[config.mk]
export PLATFORM = sky130hd
export DESIGN_NAME = decode_stage
export DESIGN_NICKNAME = d
export VERILOG_FILES = /design/src/rtl/cpu_defs.sv /design/src/rtl/register_file.sv /design/src/rtl/decode_stage.sv
export SDC_FILE = /design/constraint.sdc
export NUM_CORES = 2
export LEC_CHECK = 0
export CAP_MARGIN = 20
export CORE_MARGIN = 10
export CORE_UTILIZATION = 60
export CTS_CLUSTER_DIAMETER = 200
export DETAILED_ROUTE_END_ITERATION = 8
export PLACE_DENSITY = 0.82
export SETUP_SLACK_MARGIN = 0.1
export SYNTH_ARGS = -nofsm -noshare
export SYNTH_HDL_FRONTEND = slang
export SYNTH_SLANG_ARGS = --single-unit
export TNS_END_PERCENT = 50
[constraint.sdc]
create_clock -name clk -period 4.2 [get_ports clk]
set_input_delay 1.26 -clock clk [delete_from_list [all_inputs] [get_ports clk]]
set_output_delay 1.26 -clock clk [all_outputs]
set_load 0.02 [all_outputs]
[src/rtl/cpu_defs.sv]
// Shared decode definitions: immediate modes, write-back select, instruction
// field positions and the hardwired zero register.
package cpu_defs;

    typedef enum logic [1:0] {
        IMM_SEXT = 2'b00,
        IMM_ZEXT = 2'b01,
        IMM_LUI  = 2'b10,
        IMM_BR   = 2'b11
    } imm_mode_e;

    typedef enum logic {
        WB_ALU = 1'b0,
        WB_MEM = 1'b1
    } wb_sel_e;

    localparam int unsigned RS_LSB  = 21;
    localparam int unsigned RD_LSB  = 16;
    localparam int unsigned RT_LSB  = 11;
    localparam int unsigned IMM_LSB = 0;
    localparam int unsigned IMM_W   = 16;

    localparam logic [4:0] REG_ZERO = 5'd0;

endpackage

[src/rtl/register_file.sv]
// General register file: two asynchronous read ports, one synchronous write
// port, synchronous active-low reset, r0 hardwired to zero.
module register_file
    import cpu_defs::*;
#(
    parameter int unsigned DATA_W = 32,
    parameter int unsigned ADDR_W = 5
) (
    input  logic              clk,
    input  logic              rst_n,
    input  logic              we,
    input  logic [ADDR_W-1:0] waddr,
    input  logic [DATA_W-1:0] wdata,
    input  logic [ADDR_W-1:0] raddr_a,
    input  logic [ADDR_W-1:0] raddr_b,
    output logic [DATA_W-1:0] rdata_a,
    output logic [DATA_W-1:0] rdata_b
);

    localparam int unsigned NREGS = 2 ** ADDR_W;

    logic [DATA_W-1:0] mem_q [NREGS];
    logic [DATA_W-1:0] mem_d [NREGS];
    logic              waddr_nz;

    assign waddr_nz = (waddr != ADDR_W'(REG_ZERO));

    always_comb begin
        mem_d = mem_q;
        if (we && waddr_nz) begin
            mem_d[waddr] = wdata;
        end
    end

    always_ff @(posedge clk) begin
        if (!rst_n) begin
            mem_q <= '{default: '0};
        end else begin
            mem_q <= mem_d;
        end
    end

    assign rdata_a = (raddr_a == ADDR_W'(REG_ZERO)) ? '0 : mem_q[raddr_a];
    assign rdata_b = (raddr_b == ADDR_W'(REG_ZERO)) ? '0 : mem_q[raddr_b];

endmodule

[src/rtl/decode_stage.sv]
// Decode / operand-fetch stage: register-address muxing, write-first bypass,
// immediate extension and the registered operands handed to execute.
module decode_stage
    import cpu_defs::*;
#(
    parameter int unsigned DATA_W = 32,
    parameter int unsigned ADDR_W = 5
) (
    input  logic              clk,
    input  logic              rst_n,
    input  logic              en,
    input  logic [31:0]       instr,
    input  logic              rf_b_sel,
    input  logic [1:0]        imm_mode,
    input  logic              rf_we,
    input  logic              wr_data_sel,
    input  logic [DATA_W-1:0] alu_res,
    input  logic [DATA_W-1:0] mem_data,
    output logic [DATA_W-1:0] rf_a,
    output logic [DATA_W-1:0] rf_b,
    output logic [DATA_W-1:0] immed,
    output logic [ADDR_W-1:0] dst_addr
);

    logic [ADDR_W-1:0] rs, rd, rt, rb;
    logic [IMM_W-1:0]  imm;
    logic [DATA_W-1:0] wr_data;
    logic              wr_en;
    logic [DATA_W-1:0] rdata_a, rdata_b;
    logic [DATA_W-1:0] op_a, op_b;
    logic [DATA_W-1:0] imm_ext;
    logic              unused_opcode;

    logic [DATA_W-1:0] rf_a_d, rf_a_q;
    logic [DATA_W-1:0] rf_b_d, rf_b_q;
    logic [DATA_W-1:0] immed_d, immed_q;
    logic [ADDR_W-1:0] dst_addr_d, dst_addr_q;

    assign rs  = instr[RS_LSB +: ADDR_W];
    assign rd  = instr[RD_LSB +: ADDR_W];
    assign rt  = instr[RT_LSB +: ADDR_W];
    assign imm = instr[IMM_LSB +: IMM_W];
    assign rb  = rf_b_sel ? rd : rt;

    // Opcode bits are decoded further downstream, not here.
    assign unused_opcode = ^instr[31:26];

    assign wr_data = (wb_sel_e'(wr_data_sel) == WB_MEM) ? mem_data : alu_res;
    assign wr_en   = rf_we && (rd != ADDR_W'(REG_ZERO));

    register_file #(
        .DATA_W (DATA_W),
        .ADDR_W (ADDR_W)
    ) u_register_file (
        .clk     (clk),
        .rst_n   (rst_n),
        .we      (wr_en),
        .waddr   (rd),
        .wdata   (wr_data),
        .raddr_a (rs),
        .raddr_b (rb),
        .rdata_a (rdata_a),
        .rdata_b (rdata_b)
    );

    // wr_en already excludes r0, so a match implies a nonzero read address.
    assign op_a = (wr_en && (rs == rd)) ? wr_data : rdata_a;
    assign op_b = (wr_en && (rb == rd)) ? wr_data : rdata_b;

    always_comb begin
        imm_ext = '0;
        case (imm_mode_e'(imm_mode))
            IMM_SEXT: imm_ext = DATA_W'($signed(imm));
            IMM_ZEXT: imm_ext = DATA_W'(imm);
            IMM_LUI:  imm_ext = DATA_W'({imm, 16'h0000});
            IMM_BR:   imm_ext = DATA_W'($signed(imm)) << 2;
            default:  imm_ext = '0;
        endcase
    end

    always_comb begin
        rf_a_d     = rf_a_q;
        rf_b_d     = rf_b_q;
        immed_d    = immed_q;
        dst_addr_d = dst_addr_q;
        if (en) begin
            rf_a_d     = op_a;
            rf_b_d     = op_b;
            immed_d    = imm_ext;
            dst_addr_d = rd;
        end
    end

    always_ff @(posedge clk) begin
        if (!rst_n) begin
            rf_a_q     <= '0;
            rf_b_q     <= '0;
            immed_q    <= '0;
            dst_addr_q <= '0;
        end else begin
            rf_a_q     <= rf_a_d;
            rf_b_q     <= rf_b_d;
            immed_q    <= immed_d;
            dst_addr_q <= dst_addr_d;
        end
    end

    assign rf_a     = rf_a_q;
    assign rf_b     = rf_b_q;
    assign immed    = immed_q;
    assign dst_addr = dst_addr_q;

endmodule

## Word-level counts from Yosys, hierarchy flattened

Cells that the tools add are included.

| storage, ports and cells | value |
|---|---|
| word-level logic and storage cells | 73 |
| memories kept | 0 |
| register bits | 1125 |
| bits in latches | 0 |
| ROM bits | 0 |
| RAM bits | 0 |

| operators by class | value |
|---|---|
| reduce and logical (&&, ||, !) cells | 9 |
| bitwise gates (word level) | 3 |
| shift operators | 0 |
| $add $sub $neg | 0 |
| divide/modulo/power cells | 0 |
| muxes and demuxes | 16 |
| order comparisons | 4 |
| $mul | 0 |
| eq/ne operators | 5 |

Operators by type and width:

| cell | count |
|---|---|
| $bwmux W1024 | 1 |
| $bmux W32 S5 | 2 |
| $mux W32 | 10 |
| $demux W32 S5 | 1 |
| $pmux W32 S4 | 1 |
| $ge A6 B6 Y1 const B | 3 |
| $not A5 Y6 | 3 |
| $eq A5 B5 Y1 | 2 |
| $logic_not A5 Y1 | 2 |
| $lt A6 B1 Y1 const B | 1 |
| $logic_and A1 B1 Y1 | 5 |
| $mux W5 | 1 |
| $reduce_bool A5 Y1 | 1 |
| $eq A2 B2 Y1 const B | 2 |
| $eq A2 B1 Y1 const B | 1 |
| $logic_not A2 Y1 | 1 |

## Depth between registers and ports, before layout

| logic depth | value |
|---|---|
| depth in word-level cells | 7 |
| depth in mapped cells | 10 |

## Cells and area by module

A second synthesis with hierarchy kept.

| unflattened totals | value |
|---|---|
| cells, all modules | 6600 |
| area total of the unflattened synthesis | 59719.8 sq um |

Modules (own cells, without submodules):

| module | instances | seq. area each (sq um) | area an instance (sq um) | cells each |
|---|---|---|---|---|
| register_file | 1 | 20499.7 | 54549.8 | 5984 |
| decode_stage | 1 | 2021.9 | 5170.0 | 616 |

## Least setup slack after synthesis

OpenSTA, ideal clock, no wires.

| timing path | value |
|---|---|
| kind | input to register |
| start | input port instr[21] |
| end | register rf_a_q[0] (netlist: rf_a[0]) |
| cell stages on the path | 8 |
| buffers on the path | 4 |
| slack | 865 ps |
| required time | 4063 ps |
| arrival | 3198 ps |
| cell sequence | buf_2 -> buf_6 -> buf_6 -> buf_2 -> mux4_2 -> mux4_2 -> mux2i_1 -> o221ai_1 |

| on the way | value |
|---|---|
| word-level cells in the longest chain between the ends | 6 |

RTL lines:

| element | line | text |
|---|---|---|
| from (decl) | decode_stage.sv:12 | `input logic [31:0] instr,` |
| $not A5 Y6 (not written as such) | register_file.sv:43 | `assign rdata_a = (raddr_a == ADDR_W'(REG_ZERO)) ? '0 : mem_q[raddr_a];` |
| $bmux W32 S5 | register_file.sv:43 |  |
| $mux W32 (not written as such) (2 in series) | register_file.sv:43 |  |
| $mux W32 | register_file.sv:43 |  |
| $mux W32 * | decode_stage.sv:67 | `assign op_a = (wr_en && (rs == rd)) ? wr_data : rdata_a;` |
| to (signal assigned) | decode_stage.sv:101 | `rf_a_q <= rf_a_d;` |
| to (decl) | decode_stage.sv:34 | `logic [DATA_W-1:0] rf_a_d, rf_a_q;` |

Mark *: on every way between the ends. The rest lies on a longest branch, timed or not. The select of a mux whose other input is x is not followed.
A chain may end at the register's enable or synchronous reset.

## Worst setup path after layout

| timing path | value |
|---|---|
| start | input port rf_b_sel |
| end | register rf_b_q[8] (netlist: rf_b[8]) |

| on the way | value |
|---|---|
| word-level cells in the longest chain between the ends | 7 |

RTL lines:

| element | line | text |
|---|---|---|
| from (decl) | decode_stage.sv:13 | `input logic rf_b_sel,` |
| $mux W5 * | decode_stage.sv:43 | `assign rb = rf_b_sel ? rd : rt;` |
| $not A5 Y6 (not written as such) | register_file.sv:44 | `assign rdata_b = (raddr_b == ADDR_W'(REG_ZERO)) ? '0 : mem_q[raddr_b];` |
| $bmux W32 S5 | register_file.sv:44 |  |
| $mux W32 (not written as such) (2 in series) | register_file.sv:44 |  |
| $mux W32 | register_file.sv:44 |  |
| $mux W32 * | decode_stage.sv:68 | `assign op_b = (wr_en && (rb == rd)) ? wr_data : rdata_b;` |
| to (signal assigned) | decode_stage.sv:102 | `rf_b_q <= rf_b_d;` |
| to (decl) | decode_stage.sv:35 | `logic [DATA_W-1:0] rf_b_d, rf_b_q;` |

Marked as above.

==> parameters.txt <==
Parameter                              Value

Global routing
  Total congestion overflow ... 0
  Via count of the first global-routing pass ... 46676
  Overall global routing resource usage ... 0.343
  Maximum number of pins on one net before global-route repair ... 199
  Number of antenna violations at the first check in global routing ... 3
  Fraction of met1 tracks used by global routing ... 0.437
  Global-route wire length before repair ... between 200000 and 300000 microns
  Most used routing layer ... met2
  Met2 layer usage reported by global route ... 0.523
  Met3 track demand over resource in global routing ... 0.108

STA
  Unrepaired setup endpoints after global routing ... no
  Setup TNS ... 0 ns
  Final number of max-transition violations ... 0
  Number of hold violations in the final report ... 0
  Achievable clock frequency ... about 280 MHz
  Worst-margin pin slew ... ~1.1 ns
  Final period demand of the worst path ... between 3 and 4 ns
  Crit share post-route ... 0.836
  Post-Route Skew ... roughly 0.025 ns
  Final setup fails ... 0
  Slew Limit Headroom ... 0.297

Yosys
  Mapped Nets ... between 5000 and 6000
  Fraction of synthesis flops using an asynchronous set or reset pin ... 0
  Post-synthesis register bit count ... around 1100
  Avg Inst Size Synth ... around 11 sq um
  Synth unique cells ... 51
  Part of the Yosys area used for sequential elements ... 0.396
  Cell count after synthesis ... a little over 5000
  Primary flip-flop cell chosen by synthesis mapping ... dfxtp_1
  Number of enable flip-flop cells after synthesis ... 0
  Post-synthesis cell area ... about 0.057 sq mm
  Syn. warnings ... 0

Worst hold path
  Hold Path Cell Cnt ... 2
  Worst hold-check path type ... reg -> reg
  Hold-critical path endpoint ... rf_a[15]
  Startpoint of the tightest hold check path ... rf_a[15]

Clocking
  CTS Root Buffer Type ... clkbuf_16
  Number of clock sinks seen by CTS ... between 1000 and 1500
  Buffer count from post-CTS setup fixing ... 0
  Total CTS buffers ... 114
  Hold-fix buffer count after cts ... 0
  Clock tree from TritonCTS ... yes
  Number of resized instances in the post-cts repair step ... 0
  Source-to-sink clock delay at the later pin of the worst-skew pair ... roughly 0.71 ns
  Clock-pin transition on the worst setup and hold timing paths ... around 0.060 ns
  Number of H-tree levels ... 3
  Bufs on Longest Clock Path ... 3

Routing
  Average routed wire per standard cell ... just under 30 microns
  Via density ... between 7 and 8
  Number of nets still failing antenna checks after routing ... 0
  Number of detailed-route iterations in the first pass ... 8
  DRC viols ... 0
  Total via count after detailed routing ... 48020
  Detailed-route wire length ... 192000 microns
  Starting DRC count in detailed routing ... between 7000 and 8000

Pwr
  Net switching power ... about 6300 uW
  Fraction of power consumed by the clock network ... 0.435
  PwrDens ... approximately 370 mW/mm^2
  Internal power ... 18200 uW
  Switching part of the total power ... 0.258
  Fraction of power consumed by sequential logic ... 0.449
  Fraction of power consumed by combinational cells ... 0.116
  Leak ... around 0.035 uW
  Peak supply drop ... 0.344 mV

Critical path
  Top cell family by delay on the critical path ... buffers and inverters
  Endpoint required time on the critical path ... 4.78 ns
  Standard cell with the maximum stage delay on the critical path ... clkdlybuf4s50_1
  Bufs and invs on worst path ... 4
  Critical path capture point type ... flop
  Startpoint of the lowest-slack register-to-register path ... u_register_file.mem_q[12]
  Setup slack of the most critical reg-to-reg path ... around 2.0 ns
  Slowest Stage Delay on Critical Path ... 0.62 ns
  Path depth of the worst reg2reg path ... 4
  Type of the worst setup path ... in -> reg
  Peak fanout along the critical path ... 32
  Endpoint arrival time on the critical path ... 4.09 ns
  FF-to-FF End ... rf_a[12]
  Sequence of cells on the critical path ... clkdlybuf4s50_1 > mux2i_4 > buf_12 > buf_12 > buf_4 > mux2_2 > a221oi_1 > a21oi_1 > a211oi_1 > nor2_1
  Critical Path Source Type ... primary input
  Crit path top cell by count ... buf_12

Floorplan
  Placeable Area ... around 0.094 sq mm
  Die area ... 0.107 sq mm
  I/O pin count ... between 200 and 250
  Number of rows created at floorplan ... approximately 110
  Die Span X ... 328 microns
  Vertical die dimension ... 328 microns
  Initial core utilization ... 0.607

Cells and area
  Final standard cell count with taps included and fillers excluded ... ~6400
  Final nets ... 5203
  Diode insertion count for antenna repair ... 0
  Fraction of layout cells with a size suffix above 1 ... 0.225
  Filler cell count ... 6450
  P&R area growth vs syn ... 15.0%

Placed design
  Count of port buffers added during placement ... between 150 and 200
  Final HPWL from detailed placement ... between 100000 and 150000 microns
  Cells after DPL ... approximately 6200
  RD Place Congestion ... 0.871

Status
  Outcome ... complete, no violations

Run
  Max-cap violation count ... 0
## power by group through the flow
stage / clock [uW] / combinational (uW) / sequential, uW
6_report: 10600 / 2850 / 11000
5_1_grt: 11100 / 2940 / 11000
4_1_cts: 10600 / 2770 / 11000
3_5_place_dp: 0 / 2750 / 11200
3_3_place_gp: 0 / 2720 / 11200
2_1_floorplan: 0 / 1590 / 11200
## flip-flops by register name, summed over array words and instances, names as in the netlist
signal,cells
u_register_file.mem_q,1024
immed,32
rf_a,32
rf_b,32
dst_addr,5
## per-layer routing
metal / vias up / share of wire
met3: 827 / 0.14
met1: 23809 / 0.36
li1: 19544 / -
met5: - / 0.00028
met2: 3832 / 0.44
met4: 8 / 0.056
## metrics by stage
| step | area [sq um] | util | hold slack [ns] | setup WS (ns) | total power (uW) |
|---|---|---|---|---|---|
| floorplan | 56900 | - | 0.442 | 0.865 | 12800 |
| global placement | 61500 | 0.657 | 0.448 | 0.0527 | 13900 |
| detailed placement | 61500 | 0.657 | 0.454 | 0.0715 | 14000 |
| CTS | 65400 | 0.699 | 0.470 | 0.755 | 24400 |
| global route | 65400 | 0.699 | 0.492 | 0.611 | 25000 |
| finish | 65400 | 0.699 | 0.467 | 0.688 | 24500 |
## cells in the final DEF, fill, tap and decap left out, types with 20 or more instances in the layout
| master | netlist | final |
|---|---|---|
| a211oi_1 | 64 | 64 |
| a21oi_1 | 65 | 63 |
| a221oi_1 | 60 | 60 |
| and2_1 | 33 | 33 |
| buf_12 | 0 | 90 |
| buf_4 | 11 | 175 |
| clkbuf_1 | 502 | 29 |
| clkbuf_16 | 0 | 117 |
| clkbuf_8 | 0 | 32 |
| clkdlybuf4s50_1 | 0 | 190 |
| dfxtp_1 | 1125 | 1125 |
| mux2_2 | 125 | 125 |
| mux2i_1 | 83 | 48 |
| mux2i_4 | 0 | 20 |
| mux4_2 | 509 | 509 |
| nand2_1 | 1116 | 1116 |
| nor2_1 | 59 | 35 |
| nor2_4 | 0 | 31 |
| nor2b_1 | 32 | 31 |
| o211a_1 | 1007 | 1007 |
| o221ai_1 | 61 | 61 |
| o22ai_1 | 62 | 62 |
| o31ai_1 | 32 | 32 |
## Yosys cell counts, types with 7 or more instances
cell,n,area share
a211oi_1,64,0.0084
a21oi_1,65,0.0057
a221oi_1,60,0.0092
and2_1,33,0.0036
buf_1,19,0.0013
buf_2,103,0.0091
buf_4,11,0.0015
clkbuf_1,502,0.033
dfxtp_1,1125,0.40
mux2_2,125,0.025
mux2i_1,83,0.015
mux4_2,509,0.20
nand2_1,1116,0.074
nand3_1,8,0.00070
nor2_1,59,0.0039
nor2_2,7,0.00077
nor2b_1,32,0.0035
o211a_1,1007,0.18
o21ai_0,18,0.0016
o221ai_1,61,0.0094
o22ai_1,62,0.0068
o31ai_1,32,0.0042
## tightest hold or removal path: stages (launching register included)
cell      delay, ns
dfxtp_1        0.33
nand2_1        0.05
o221ai_1       0.06
## worst max path at each step
stage | slack, ns | to | depth (start not counted) | start
floorplan | 0.86 | rf_a[0] | 8 | instr[21]
global placement | 0.05 | rf_b[8] | 10 | rf_b_sel
detailed placement | 0.07 | rf_b[8] | 10 | rf_b_sel
CTS | 0.76 | rf_b[8] | 10 | rf_b_sel
global route | 0.61 | rf_b[16] | 10 | rf_b_sel
finish | 0.69 | rf_b[8] | 10 | rf_b_sel
## kinds of logic (layout without fill, tap and decap cells)
kind of cell / after synthesis / count (layout) / share of synthesized area
buffers and inverters: 645 / 675 / 0.0464
multiplexers: 719 / 719 / 0.241
AO/OA/AOI/OAI: 1387 / 1387 / 0.225
XOR/XNOR: 10 / 10 / 0.00154
AND/OR/NAND/NOR: 1279 / 1279 / 0.0891
flip-flops: 1125 / 1125 / 0.396
## final cells by class
class | count | area (sq um) | area share
Tap cell | 1254 | 1570 | 0.0240
Clock buffer | 178 | 3480 | 0.0532
Inverter | 4 | 15.0 | 0.000230
Sequential cell | 1125 | 22500 | 0.344
Clock inverter | 34 | 440 | 0.00673
Timing Repair Buffer | 459 | 5070 | 0.0776
Multi-Input combinational cell | 3395 | 32300 | 0.494
Power figures use the tool's default switching activity.
